$ cat src/rtl/regfile_wb_if.sv
// Bundle of ALU, long-latency, issue, scoreboard and register-file write-port signals for regfile_wb.
// Forwarding signals are present only when REGFILE_WB_FORWARD_EN is defined.
`timescale 1ns/1ps
interface regfile_wb_if #(
  parameter int DWIDTH = 16,
  parameter int AWIDTH = 3
);
  logic                   a_valid;
  logic [AWIDTH-1:0]      a_sel;
  logic [DWIDTH-1:0]      a_data;
  logic                   l_valid;
  logic                   l_ready;
  logic [AWIDTH-1:0]      l_sel;
  logic [DWIDTH-1:0]      l_data;
  logic                   iss_valid;
  logic [AWIDTH-1:0]      iss_sel;
  logic [2**AWIDTH-1:0]   busy;
  logic                   sb_err;
  logic                   we;
  logic [AWIDTH-1:0]      wsel;
  logic [DWIDTH-1:0]      wdata;
`ifdef REGFILE_WB_FORWARD_EN
  logic [AWIDTH-1:0]      fwd_sel;
  logic                   fwd_hit;
  logic [DWIDTH-1:0]      fwd_data;
`endif

  modport master (
    output a_valid, a_sel, a_data, l_valid, l_sel, l_data, iss_valid, iss_sel,
`ifdef REGFILE_WB_FORWARD_EN
    output fwd_sel,
    input  fwd_hit, fwd_data,
`endif
    input  l_ready, busy, sb_err, we, wsel, wdata
  );

  modport slave (
    input  a_valid, a_sel, a_data, l_valid, l_sel, l_data, iss_valid, iss_sel,
`ifdef REGFILE_WB_FORWARD_EN
    input  fwd_sel,
    output fwd_hit, fwd_data,
`endif
    output l_ready, busy, sb_err, we, wsel, wdata
  );
endinterface

$ cat src/rtl/regfile_wb.sv
// Write-back merge: ALU results (1 cycle, top priority) and FIFO-buffered long-latency results (>=2 cycles,
// l_ready = !full) onto one regfile write port, with a busy scoreboard. REGFILE_WB_FORWARD_EN adds a commit bypass.
`timescale 1ns/1ps
module regfile_wb #(
  parameter int DWIDTH = 16,
  parameter int AWIDTH = 3,
  parameter int DEPTH  = 2
) (
  input  logic        clk,
  input  logic        rst_n,
  regfile_wb_if.slave bus
);
  localparam int            NREG     = 2**AWIDTH;
  localparam int            PW       = $clog2(DEPTH);
  localparam logic [PW:0]   FULL_CNT = (PW+1)'(DEPTH);

  typedef struct packed {
    logic [AWIDTH-1:0] sel;
    logic [DWIDTH-1:0] dat;
  } entry_t;

  entry_t              mem [DEPTH];
  logic [PW-1:0]       wr_ptr;
  logic [PW-1:0]       rd_ptr;
  logic [PW:0]         count;
  logic                push;
  logic                pop;
  logic                commit;
  logic                err_now;
  logic [NREG-1:0]     set_vec;
  logic [NREG-1:0]     clr_vec;
  logic                we_q;
  logic                src_l;
  logic [AWIDTH-1:0]   wsel_q;
  logic [DWIDTH-1:0]   wdata_q;
  logic [NREG-1:0]     busy_q;
  logic                err_q;

  // Ready comes from the registered count only; a full FIFO popping this cycle still refuses.
  assign bus.l_ready = (count != FULL_CNT);
  assign push        = bus.l_valid && bus.l_ready;
  assign pop         = !bus.a_valid && (count != '0);
  assign commit      = we_q && src_l;

  always_comb begin
    set_vec = '0;
    clr_vec = '0;
    if (bus.iss_valid) set_vec[bus.iss_sel] = 1'b1;
    if (commit)        clr_vec[wsel_q]      = 1'b1;
  end

  assign err_now = (bus.iss_valid && busy_q[bus.iss_sel] && !clr_vec[bus.iss_sel]) ||
                   (commit && !busy_q[wsel_q]);

  always_ff @(posedge clk) begin
    if (push) mem[wr_ptr] <= '{sel: bus.l_sel, dat: bus.l_data};
  end

  always_ff @(posedge clk) begin
    if (!rst_n) begin
      wr_ptr  <= '0;
      rd_ptr  <= '0;
      count   <= '0;
      we_q    <= 1'b0;
      src_l   <= 1'b0;
      wsel_q  <= '0;
      wdata_q <= '0;
      busy_q  <= '0;
      err_q   <= 1'b0;
    end else begin
      if (push) wr_ptr <= wr_ptr + PW'(1);
      if (pop)  rd_ptr <= rd_ptr + PW'(1);
      case ({push, pop})
        2'b10:   count <= count + (PW+1)'(1);
        2'b01:   count <= count - (PW+1)'(1);
        default: count <= count;
      endcase

      if (bus.a_valid) begin
        we_q    <= 1'b1;
        src_l   <= 1'b0;
        wsel_q  <= bus.a_sel;
        wdata_q <= bus.a_data;
      end else if (pop) begin
        we_q    <= 1'b1;
        src_l   <= 1'b1;
        wsel_q  <= mem[rd_ptr].sel;
        wdata_q <= mem[rd_ptr].dat;
      end else begin
        we_q    <= 1'b0;
        src_l   <= 1'b0;
      end

      // Set is applied after clear so a same-edge reissue keeps the register busy.
      busy_q <= (busy_q & ~clr_vec) | set_vec;
      if (err_now) err_q <= 1'b1;
    end
  end

  assign bus.we     = we_q;
  assign bus.wsel   = wsel_q;
  assign bus.wdata  = wdata_q;
  assign bus.busy   = busy_q;
  assign bus.sb_err = err_q;

`ifdef REGFILE_WB_FORWARD_EN
  assign bus.fwd_hit  = we_q && (wsel_q == bus.fwd_sel);
  assign bus.fwd_data = wdata_q;
`endif
endmodule

$ cat src/flat_wrapper.sv
// flat-port wrapper written by rule: the top's interface ports become plain ports
module regfile_wb_flat 
#(
  parameter int DWIDTH = 16,
  parameter int AWIDTH = 3,
  parameter int DEPTH  = 2
)
  (clk, rst_n, bus_a_valid, bus_a_sel, bus_a_data, bus_l_valid, bus_l_sel, bus_l_data, bus_iss_valid, bus_iss_sel, bus_l_ready, bus_busy, bus_sb_err, bus_we, bus_wsel, bus_wdata);
  regfile_wb_if #(.DWIDTH(DWIDTH), .AWIDTH(AWIDTH)) bus_i ();
  input  logic clk;
  input  logic rst_n;
  input wire logic [$bits(bus_i.a_valid)-1:0] bus_a_valid;
  input wire logic [$bits(bus_i.a_sel)-1:0] bus_a_sel;
  input wire logic [$bits(bus_i.a_data)-1:0] bus_a_data;
  input wire logic [$bits(bus_i.l_valid)-1:0] bus_l_valid;
  input wire logic [$bits(bus_i.l_sel)-1:0] bus_l_sel;
  input wire logic [$bits(bus_i.l_data)-1:0] bus_l_data;
  input wire logic [$bits(bus_i.iss_valid)-1:0] bus_iss_valid;
  input wire logic [$bits(bus_i.iss_sel)-1:0] bus_iss_sel;
  output wire logic [$bits(bus_i.l_ready)-1:0] bus_l_ready;
  output wire logic [$bits(bus_i.busy)-1:0] bus_busy;
  output wire logic [$bits(bus_i.sb_err)-1:0] bus_sb_err;
  output wire logic [$bits(bus_i.we)-1:0] bus_we;
  output wire logic [$bits(bus_i.wsel)-1:0] bus_wsel;
  output wire logic [$bits(bus_i.wdata)-1:0] bus_wdata;
  assign bus_i.a_valid = bus_a_valid;
  assign bus_i.a_sel = bus_a_sel;
  assign bus_i.a_data = bus_a_data;
  assign bus_i.l_valid = bus_l_valid;
  assign bus_i.l_sel = bus_l_sel;
  assign bus_i.l_data = bus_l_data;
  assign bus_i.iss_valid = bus_iss_valid;
  assign bus_i.iss_sel = bus_iss_sel;
  assign bus_l_ready = bus_i.l_ready;
  assign bus_busy = bus_i.busy;
  assign bus_sb_err = bus_i.sb_err;
  assign bus_we = bus_i.we;
  assign bus_wsel = bus_i.wsel;
  assign bus_wdata = bus_i.wdata;
  regfile_wb #(.DWIDTH(DWIDTH), .AWIDTH(AWIDTH), .DEPTH(DEPTH)) u_core (.clk(clk), .rst_n(rst_n), .bus(bus_i));
endmodule
$ cat config.mk
export PLATFORM = sky130hd
export DESIGN_NAME = regfile_wb_flat
export DESIGN_NICKNAME = d
export VERILOG_FILES = /design/src/rtl/regfile_wb_if.sv /design/src/rtl/regfile_wb.sv /design/src/flat_wrapper.sv
export SDC_FILE = /design/constraint.sdc
export NUM_CORES = 1
export LEC_CHECK = 0
export ABC_AREA = 1
export BUFFER_PORTS_ARGS = -buffer_cell sky130_fd_sc_hd__buf_2
export CORE_ASPECT_RATIO = 0.5
export CORE_MARGIN = 2
export CORE_UTILIZATION = 53
export CTS_CLUSTER_DIAMETER = 80
export DETAILED_ROUTE_END_ITERATION = 16
export PLACE_DENSITY = 0.89
export SLEW_MARGIN = 40
export SYNTH_ARGS = -nofsm -noshare
export SYNTH_HDL_FRONTEND = slang
export SYNTH_SLANG_ARGS = --single-unit
$ cat constraint.sdc
create_clock -name clk -period 2.7 [get_ports clk]
set_clock_uncertainty 0.2 [all_clocks]
set_input_delay 0.27 -clock clk [delete_from_list [all_inputs] [get_ports clk]]
set_output_delay 0.27 -clock clk [all_outputs]
set_load 0.05 [all_outputs]
==> metrics.cfg, run 1 <==
[power]
peakVddDrop_mv=0.6156
intPower_uw=2512
clock_power_share_pct=38.2
power_frac_comb_pct=22.6
leakage_uw=0.001756
p_sw_share_pct=30.84
cellPowerDensity_nw_per_um2=895.0
power.switching_uw=1121
p_seq_share_pct=39.2

[layout]
drive_above_1_share_pct=27.93
n_antenna_cell=0
nNetsFinal=468
final_area_um2=4059
area_delta_synth_final_pct=31.18

[clock_tree]
cts_root_buffer=clkbuf_16
path_clk_slew_ns=0.06
cts_htree_levels=3
numCtsBuffers=9
insertion_delay_ns=0.33
clockBufferDepth=2
cts_tree=yes
clock_sinks=73

[worst_hold_path]
min-delay-start=bus_a_data[3]
hold_path_class=primary input to register

[global_route]
grt_first_pass_wirelength_mm=12.90
grt_usage_pct=26.30
antenna_found_initial=0
grt_max_degree=22
overflow=0
grt_pass1_vias=2651

[synthesis]
yosysMostFrequentCell=nand2_1
yosysWarnings=0
synth_ff_type=edfxtp_1
yosys.area.top_type=edfxtp_1
synth.distinct_cells=28
yosysTopAreaCellShare_pct=36.88
netlist_area_um2=3094
synth.area.top_cells=edfxtp_1 37%, dfxtp_1 23%, nand2_1 8.4%
yosysSeqAreaShare_pct=59.52
avgSynthCellArea_um2=9.491
synth.top_cells.by_count=69 x nand2_1, 39 x a21oi_1, 38 x edfxtp_1, 35 x dfxtp_1, 27 x inv_1
async_flop_share_pct=0
syn_inst=326
synth_nets=373
synth_seq_cells=73
synth-edff-count=38

[drt]
avgRoutedWirePerCell_um=16.10
wirelength_mm=8.036
drc=0
vias_per_cell=5.539
vias=2764
dr.pass1.iters=6
drt-initial-drc-count=280
detail-route-antenna-nets=0

[sta]
hold_violations=0
relSlewSlack_pct=48.63
period_minus_slack_ns=2.232
worstMarginPinSlew_ns=0.7695
setup_ws_ns=0.4676
rsz0062_at_grt=false
fin_crit_sh_pct=82.68
setup_tns_ns=0
max_freq_mhz=447.9
finalMaxSlewViolations=0
setup_viol=0

[worst_setup_path]
critPathMaxFanout=20
startpoint_type=register
end_kind=register
rrSetupSlack_ns=0.47
critPathKind=register to register
crit_required_ns=2.70
arrival_ns=2.23

[floorplanning]
boundaryPins=76
num_rows=19
start_util_pct=55.62
core_region_area_um2=5563
dieWidth_um=112.1
die_h_um=58.03
die-area_um2=6503

[run_status]
status=finished clean

[job]
maxCapViolCount=0

[placement]
hpwl_mm=4.590
dp_slack_ns=0.7218
portBuffers=75
post_dp_cell_area_um2=3513
gp_congestion=0.8806

## layout by cell type, fill, tap and decap left out, types with 12 or more instances in the layout
master	n
o21ai_0	16
nor2_1	23
edfxtp_1	38
a21oi_1	39
dfxtp_1	35
inv_1	27
dlygate4sd3_1	19
nand2_1	69
o211ai_1	12
buf_2	75
## worst paths after layout
check / endpoint / depth (start not counted)
setup reg to reg: u_core.bus.wdata[5] / 5
setup / recovery: u_core.bus.wdata[5] / 5
hold / removal: u_core.bus.wdata[3] / 3
hold reg to reg: u_core.bus.busy[0] / 2
## power by group through the flow
stage / clock, uW / combinational [uW] / sequential [uW]
6_report: 1390 / 822 / 1420
5_1_grt: 1450 / 878 / 1440
4_1_cts: 1400 / 798 / 1420
3_5_place_dp: 0 / 762 / 1430
3_3_place_gp: 0 / 742 / 1430
2_1_floorplan: 0 / 382 / 1620
## per-layer routing
layer,vias up,GRT usage [%],part of all wire [%]
met3,40,7.845,7.4
met4,0,14.46,4.6
met5,-,0,0
met2,165,45.11,48
met1,1263,30.63,40
li1,1296,-,-
## logic make-up (layout without fill, tap and decap cells)
kind of cell	after synthesis	in the layout	share of synthesized area [%]
AND/OR/NAND/NOR	125	125	18.24
AO/OA/AOI/OAI	80	80	15.08
flip-flops	73	73	59.52
buffers and inverters	45	145	6.106
multiplexers	2	2	0.6470
adder cells (fa/ha/maj)	1	1	0.4043
## cell type report
cell class	instances	area [um^2]
Clock buffer	12	256.5
Clock inverter	4	98.84
Fill cell	377	1504
Inverter	33	123.9
Multi-Input combinational cell	208	1066
Sequential cell	73	1842
Tap cell	73	91.34
Timing Repair Buffer	96	580.6
## registers in the layout, summed over array words and instances (netlist names), named ones only
| register | cells |
|---|---|
| u_core.mem | 38 |
| u_core.bus.wdata | 16 |
| u_core.bus.busy | 8 |
| u_core.bus.wsel | 3 |
| u_core.count | 2 |
| u_core.bus.sb_err | 1 |
| u_core.bus.we | 1 |
| u_core.rd_ptr | 1 |
| u_core.src_l | 1 |
| u_core.wr_ptr | 1 |
## repair_timing
item                                    in CTS  in global routing
endpoints found under the hold margin       38                  0
hold buffers                                19                  0
resized for setup                            0                  0
buffers inserted                             0                  0
endpoints found under the setup margin       0                  0
## stage by stage
| stage | std cells | hold slack [ns] | utilization, % | power, uW |
|---|---|---|---|---|
| 2_1_floorplan | 326 | 0.1689 | - | 1999 |
| 3_3_place_gp | 464 | 0.2323 | 63.16 | 2174 |
| 3_5_place_dp | 464 | 0.2466 | 63.16 | 2197 |
| 4_1_cts | 499 | 0.002112 | 72.96 | 3620 |
| 5_1_grt | 499 | 0.02460 | 72.96 | 3765 |
| 6_report | 499 | 0.02351 | 72.96 | 3633 |
## worst max-delay path, cell delays in order, from the launching register on
cell,delay (ns)
dfxtp_1,0.82
inv_2,0.32
nand2_1,0.16
a21oi_1,0.12
a221oi_1,0.41
nor2_1,0.08
(Power assumes the default switching activity.)
==> run 2: changes to the inputs <==
--- a/config.mk
+++ b/config.mk
@@ -5,14 +5,14 @@
 export SDC_FILE = /design/constraint.sdc
 export NUM_CORES = 1
 export LEC_CHECK = 0
-export ABC_AREA = 1
+export ABC_AREA = 0
 export BUFFER_PORTS_ARGS = -buffer_cell sky130_fd_sc_hd__buf_2
 export CORE_ASPECT_RATIO = 0.5
 export CORE_MARGIN = 2
-export CORE_UTILIZATION = 53
+export CORE_UTILIZATION = 47
 export CTS_CLUSTER_DIAMETER = 80
 export DETAILED_ROUTE_END_ITERATION = 16
-export PLACE_DENSITY = 0.89
+export PLACE_DENSITY = 0.85
 export SLEW_MARGIN = 40
 export SYNTH_ARGS = -nofsm -noshare
 export SYNTH_HDL_FRONTEND = slang
==> constraint.sdc (replaced) <==
create_clock -name clk -period 1.9 [get_ports clk]
set_clock_uncertainty 0.2 [all_clocks]
set_input_delay 0.19 -clock clk [delete_from_list [all_inputs] [get_ports clk]]
set_output_delay 0.19 -clock clk [all_outputs]
set_load 0.05 [all_outputs]
==> run 2 against run 1 <==
  * Routed wire length shrank 7.9%
  * Sequential share of layout area shrank 0.82 points
  * Combinational power increased by 95%
  * Utilization is 4.3 points lower
  * Via count down 13%
  * Critical path type is now primary input to register
  * Largest power group unchanged
==> metrics.cfg, run 2 <==
[run_status]
status=finished clean  ; unchanged

[global_route]
overflow=0  ; unchanged
grt_first_pass_wirelength_mm=11.48  ; was 12.90 mm
grt_max_degree=35  ; was 22
grt_pass1_vias=2379  ; was 2651
antenna_found_initial=0  ; unchanged
grt_usage_pct=22.58  ; was 26.30%

[synthesis]
synth.top_cells.by_count=39 x nand2_1, 38 x edfxtp_1, 35 x dfxtp_1, 20 x a21oi_1, 18 x o21ai_0  ; was 69 x nand2_1, 39 x a21oi_1, 38 x edfxtp_1, 35 x dfxtp_1, 27 x inv_1
async_flop_share_pct=0  ; unchanged
synth_seq_cells=73  ; unchanged
synth-edff-count=38  ; unchanged
yosysMostFrequentCell=nand2_1  ; unchanged
synthMuxAreaShare_pct=9.979  ; was 0.6470%
yosysSeqAreaShare_pct=62.77  ; was 59.52%
synth_nets=297  ; was 373
netlist_area_um2=2934  ; was 3094 um^2
synth-compound-area-share_pct=11.00  ; was 15.08%
syn_inst=250  ; was 326
avgSynthCellArea_um2=11.74  ; was 9.491 um^2
yosys.area_share.simple_pct=11.17  ; was 18.24%
yosys.area.top_type=edfxtp_1  ; unchanged
synth.area.top_cells=edfxtp_1 39%, dfxtp_1 24%, mux2i_1 5.1%  ; was edfxtp_1 37%, dfxtp_1 23%, nand2_1 8.4%
synth.distinct_cells=35  ; was 28
synth-xor-area-share_pct=2.090  ; was 0%
synth_ff_type=edfxtp_1  ; unchanged
synthAdderAreaFrac_pct=0.4264  ; was 0.4044%
synth_top_family_by_area=simple AND/OR/NAND/NOR gates  ; unchanged
yosysTopAreaCellShare_pct=38.89  ; was 36.88%
yosysWarnings=0  ; unchanged

[drt]
dr.pass1.iters=5  ; was 6
vias_per_cell=5.234  ; was 5.539
met3WireLength_um=444  ; was 592 um
detail-route-antenna-nets=0  ; unchanged
wl_met2_mm=3.690  ; was 3.882 mm
top_layer=met4  ; unchanged
drt-initial-drc-count=349  ; was 280
wirelength_mm=7.404  ; was 8.036 mm
wl_met1_mm=3.043  ; was 3.194 mm
drc=0  ; unchanged
avgRoutedWirePerCell_um=16.06  ; was 16.10 um
vias=2413  ; was 2764

[worst_setup_path]
max_stage_delay_ns=0.53  ; was 0.82 ns
cp_slowest_cell=dlygate4sd3_1  ; was dfxtp_1
worstPathCellList=dlygate4sd3_1 -> buf_2 -> xor2_1 -> or4_1 -> and4_1 -> o31a_1  ; was inv_2 -> nand2_1 -> a21oi_1 -> a221oi_1 -> nor2_1
critPathMaxFanout=3  ; was 20
end_kind=register  ; unchanged
startpoint_type=primary input  ; was register
arrival_ns=1.91  ; was 2.23 ns
crit_required_ns=1.91  ; was 2.70 ns
critPathKind=primary input to register  ; was register to register

[floorplanning]
die-area_um2=6929  ; was 6503 um^2
start_util_pct=48.45  ; was 55.62%
boundaryPins=76  ; unchanged
dieWidth_um=115.7  ; was 112.1 um
die_h_um=59.87  ; was 58.03 um
num_rows=20  ; was 19
core_region_area_um2=6056  ; was 5563 um^2

[clock_tree]
cts_htree_levels=3  ; unchanged
clock_sinks=73  ; unchanged
path_clk_slew_ns=0.05  ; was 0.06 ns
clockBufferDepth=2  ; unchanged
cts_tree=yes  ; unchanged
insertion_delay_ns=0.33  ; about the same
cts_root_buffer=clkbuf_16  ; unchanged
numCtsBuffers=9  ; unchanged

[placement]
portBuffers=75  ; unchanged
gp_congestion=0.9139  ; was 0.8806
hpwl_mm=4.682  ; was 4.590 mm
dp_slack_ns=0.08081  ; was 0.7218 ns

[sta]
rsz0062_at_grt=false  ; unchanged
setup_tns_ns=0  ; unchanged
finalMaxSlewViolations=0  ; unchanged
hold_violations=0  ; unchanged
setup_viol=0  ; unchanged
max_freq_mhz=526.8
fin_crit_sh_pct=99.90
setup_ws_ns=0.001866  ; was 0.4676 ns
relSlewSlack_pct=62.04  ; was 48.63%
worstMarginPinSlew_ns=0.5685  ; was 0.7695 ns
period_minus_slack_ns=1.898

[layout]
final_common_cell=buf_2  ; unchanged
area_delta_synth_final_pct=41.75  ; was 31.18%
n_antenna_cell=0  ; unchanged
nNetsFinal=415  ; was 468
largest_register_ffs=38  ; unchanged
drive_above_1_share_pct=32.71  ; was 27.93%
largest_register=u_core.mem  ; unchanged
nFillCells=416  ; was 377
most-common-layout-cells=75 x buf_2, 39 x nand2_1, 38 x edfxtp_1  ; was 75 x buf_2, 69 x nand2_1, 39 x a21oi_1

[power]
peakVddDrop_mv=0.7369  ; was 0.6156 mV
cellPowerDensity_nw_per_um2=1322  ; was 895.0 nW/um^2
leakage_uw=0.001692  ; was 0.001756 uW

[job]
maxCapViolCount=0  ; unchanged

[worst_hold_path]
hold_path_class=primary input to register  ; unchanged

[run 2: area by class of cell]
class | count | area [um^2] | area share [%]
multi-input combinational | 161 | 1040 | 25.00
timing repair buffer | 121 | 828.3 | 19.92
clock inverter | 6 | 91.34 | 2.196
inverter | 2 | 7.507 | 0.1805
tap | 88 | 110.1 | 2.647
sequential | 73 | 1853 | 44.55
clock buffer | 10 | 229.0 | 5.505
[run 2: kinds of logic after synthesis]
family                   count (synthesis)
XOR/XNOR                                 7
multiplexers                            25
AND/OR/NAND/NOR                         75
AO/OA/AOI/OAI                           53
adder cells (fa/ha/maj)                  1
flip-flops                              73
buffers and inverters                   16
[run 2: per-layer routing]
metal | vias to the layer above | GRT usage, %
met2 | 113 | 40.35
met1 | 1121 | 25.15
li1 | 1154 | -
met3 | 25 | 7.201
met5 | - | 0
met4 | 0 | 10.71
[run 2: repair_timing]
item / 4_1_cts / 5_1_grt
setup endpoints to repair: 0 / 2
resized for setup: 0 / 2
hold endpoints to repair: 51 / 0
setup buffers: 0 / 0
hold buffers: 33 / 0
[run 2: where the power goes]
group	internal (uW)	total [uW]	leakage [uW]	switching, uW
combinational	607	1600	0.000900	990
clock	1150	1770	0.000145	622
sequential	1970	2130	0.000646	163
total	3720	5500	0.00169	1780
[run 2: through the flow]
stage | instances | utilization (%) | cell area, um^2 | total power (uW) | hold WS, ns
2_1_floorplan | 250 | - | 2959 | 3168 | 0.08887
3_3_place_gp | 412 | 57.87 | 3505 | 3585 | 0.1784
3_5_place_dp | 412 | 57.87 | 3505 | 3641 | 0.1811
4_1_cts | 461 | 68.62 | 4155 | 5505 | 0.008906
5_1_grt | 461 | 68.68 | 4159 | 5736 | 0.05767
6_report | 461 | 68.68 | 4159 | 5500 | 0.03069
[run 2: worst max-delay path, delay by kind of cell]
family	cells	cell delay (ns)
simple gates	2	0.65
xor+xnor	1	0.14
buf+inv	2	0.67
compound gates	1	0.26
[run 2: path summary, 6_finish.rpt]
check	from	endpoint	slack (ns)	cells past startpoint
setup reg to reg	register	u_core.bus.wdata[15]	0.04	4
setup / recovery	bus_iss_sel[0]	u_core.bus.sb_err	0.002	6
hold / removal	bus_iss_sel[2]	u_core.bus.busy[7]	0.03	3
hold reg to reg	u_core.bus.wdata[11]	u_core.bus.wdata[11]	0.25	2
==> run 3: changes to the inputs <==
--- a/config.mk
+++ b/config.mk
@@ -12,7 +12,7 @@
 export CORE_UTILIZATION = 47
 export CTS_CLUSTER_DIAMETER = 80
 export DETAILED_ROUTE_END_ITERATION = 16
-export PLACE_DENSITY = 0.85
+export PLACE_DENSITY = 0.86
 export SLEW_MARGIN = 40
 export SYNTH_ARGS = -nofsm -noshare
 export SYNTH_HDL_FRONTEND = slang
==> run 3 against run 2 <==
  * Largest cell class unchanged
  * Sequential share of layout area up 0.15 points
  * Global-route usage rose by 2.0 points
  * Combinational power up 2%
  * Worst setup slack gained 0.036 ns
  * Utilization decreased by 0.23 points
  * Sequential power up 2%
  * Cell count fell by 0.22%
  * Routed wire length increased by 8.2%
  * Non-clock buffer count fell by 1
  * Via count is 4.8% higher
  * Register-to-register slack about the same
  * Total power increased by 0.22%
==> metrics.cfg, run 3 (synthesized netlist as in run 2, its figures left out) <==
[clock_tree]
clock_sinks=73  ; unchanged
path_clk_slew_ns=0.05  ; about the same
clockBufferDepth=2  ; unchanged
cts_root_buffer=clkbuf_16  ; unchanged
cts_tree=yes  ; unchanged
cts_htree_levels=3  ; unchanged
insertion_delay_ns=0.34  ; was 0.33 ns
numCtsBuffers=9  ; unchanged

[placement]
gp_congestion=0.9055  ; was 0.9139
hpwl_mm=4.789  ; was 4.682 mm
portBuffers=75  ; unchanged
post_dp_cell_area_um2=3497  ; was 3505 um^2

[global_route]
met3_usage_pct=9.128  ; was 7.201%
top_usage_layer=met2  ; unchanged
antenna_found_initial=0  ; unchanged
grt_first_pass_wirelength_mm=12.38  ; was 11.48 mm
grt_pass1_vias=2414  ; was 2379
grt_use_met1_pct=28.47  ; was 25.15%
grt_usage_pct=24.59  ; was 22.58%
overflow=0  ; unchanged
grt_max_degree=35  ; unchanged
grt_use_met2_pct=42.36  ; was 40.35%

[floorplanning]
start_util_pct=48.45  ; unchanged
boundaryPins=76  ; unchanged
dieWidth_um=115.7  ; unchanged
core_region_area_um2=6056  ; unchanged
num_rows=20  ; unchanged
die_h_um=59.87  ; unchanged
die-area_um2=6929  ; unchanged

[worst_setup_path]
rrSetupSlack_ns=0.04  ; about the same
crit_required_ns=1.92  ; was 1.91 ns
critPathKind=primary input to register  ; unchanged
critPathMaxFanout=7  ; was 3
end_kind=register  ; unchanged
arrival_ns=1.88  ; was 1.91 ns
rr_endpoint=u_core.count[1]  ; was u_core.bus.wdata[15]
cp_slowest_cell=dlygate4sd3_1  ; unchanged
startpoint_type=primary input  ; unchanged
max_stage_delay_ns=0.53  ; about the same
r2r_start=u_core.count[0]
critical_path.top_delay_family=buffers and inverters  ; unchanged
cp-startpoint=bus_iss_sel[1]  ; was bus_iss_sel[0]
worstPathCellList=dlygate4sd3_1 -> buf_2 -> xor2_1 -> or4_1 -> and4_1 -> o31a_1  ; unchanged
reg2reg_depth=6  ; was 4
cp_num_buf_inv=2  ; unchanged

[power]
leakage_uw=0.001691  ; was 0.001692 uW
peakVddDrop_mv=0.8798  ; was 0.7369 mV
cellPowerDensity_nw_per_um2=1330  ; was 1322 nW/um^2
power_uw=5512  ; was 5500 uW

[drt]
drc=0  ; unchanged
avgRoutedWirePerCell_um=17.42  ; was 16.06 um
detail-route-antenna-nets=0  ; unchanged
vias=2529  ; was 2413
wirelength_mm=8.011  ; was 7.404 mm
drt-initial-drc-count=353  ; was 349
dr.pass1.iters=5  ; unchanged
vias_per_cell=5.498  ; was 5.234

[worst_hold_path]
min-delay-start=bus_iss_sel[2]  ; unchanged
holdPathEnd=u_core.bus.busy[7]  ; unchanged
hold_path_class=primary input to register  ; unchanged
holdPathStages=3  ; unchanged

[layout]
nNetsFinal=414  ; was 415
n_antenna_cell=0  ; unchanged
largest_register=u_core.mem  ; unchanged
most-common-layout-cells=75 x buf_2, 39 x nand2_1, 38 x edfxtp_1  ; unchanged
final_area_um2=4145  ; was 4159 um^2
largest_register_ffs=38  ; unchanged
area_delta_synth_final_pct=41.28  ; was 41.75%
drive_above_1_share_pct=33.87  ; was 32.71%
final_common_cell=buf_2  ; unchanged

[sta]
worstMarginPinSlew_ns=0.5870  ; was 0.5685 ns
hold_violations=0  ; unchanged
finalMaxSlewViolations=0  ; unchanged
fin_crit_sh_pct=98.00  ; was 99.90%
max_freq_mhz=537.0  ; was 526.8 MHz
setup_viol=0  ; unchanged
relSlewSlack_pct=60.81  ; was 62.04%
period_minus_slack_ns=1.862  ; was 1.898 ns
rsz0062_at_grt=false  ; unchanged

[job]
maxCapViolCount=0  ; unchanged

[run_status]
status=finished clean  ; unchanged

## run 3: stage by stage
| stage | util, % | setup TNS [ns] | setup WS, ns | hold slack, ns | instances |
|---|---|---|---|---|---|
| after floorplan | - | 0 | 0.002634 | 0.08887 | 250 |
| after global placement | 57.75 | 0 | 0.1654 | 0.1784 | 411 |
| after detailed placement | 57.75 | -0.005532 | -0.005532 | 0.1811 | 411 |
| after CTS | 68.33 | 0 | 0.0009486 | 0.005291 | 460 |
| after global routing | 68.45 | 0 | 0.01514 | 0.01114 | 460 |
| final | 68.45 | 0 | 0.03793 | 0.01901 | 460 |
## run 3: repair_timing
action | 4_1_cts | 5_1_grt
pin swaps | 1 | 0
hold endpoints to repair | 52 | 0
buffers inserted | 2 | 0
hold buffers | 31 | 0
setup endpoints to repair | 1 | 9
cloned | 0 | 0
resized for setup | 2 | 3
## run 3: worst reg2reg max path: stages (launching register included)
cell and delay (ns):
dfxtp_2 0.42, nand2b_4 0.18, nand2_1 0.13, ha_4 0.19, xnor2_1 0.13, or3_1 0.36, a21oi_2 0.18
## run 3: cell type report
type / instances / area (um^2)
Tap cell: 88 / 110.1
Timing Repair Buffer: 120 / 815.8
Inverter: 2 / 7.507
Clock inverter: 7 / 76.32
Clock buffer: 9 / 225.2
Sequential cell: 73 / 1853
Fill cell: 419 / 1911
Multi-Input combinational cell: 161 / 1057
## run 3: report_power, final
group          total, uW  internal [uW]  switching, uW
Combinational       1640            630           1010
Sequential          2170           1970            207
Clock               1700           1030            672
Total               5510           3620           1890
## run 3: metal layers
layer,vias to the layer above,routed length (um)
met3,27,602
met5,-,0
met2,138,3963
met1,1206,3234
li1,1158,-
met4,0,210
## run 3: worst max-delay path by stage
stage | slack [ns] | cells after the start | endpoint
after floorplan | 0.003 | 5 | u_core.bus.sb_err
after global placement | 0.17 | 5 | u_core.count[1]
after detailed placement | -0.006 | 5 | u_core.count[1]
after CTS | 0.0009 | 6 | u_core.count[1]
after global routing | 0.02 | 6 | u_core.count[1]
final | 0.04 | 6 | u_core.bus.sb_err
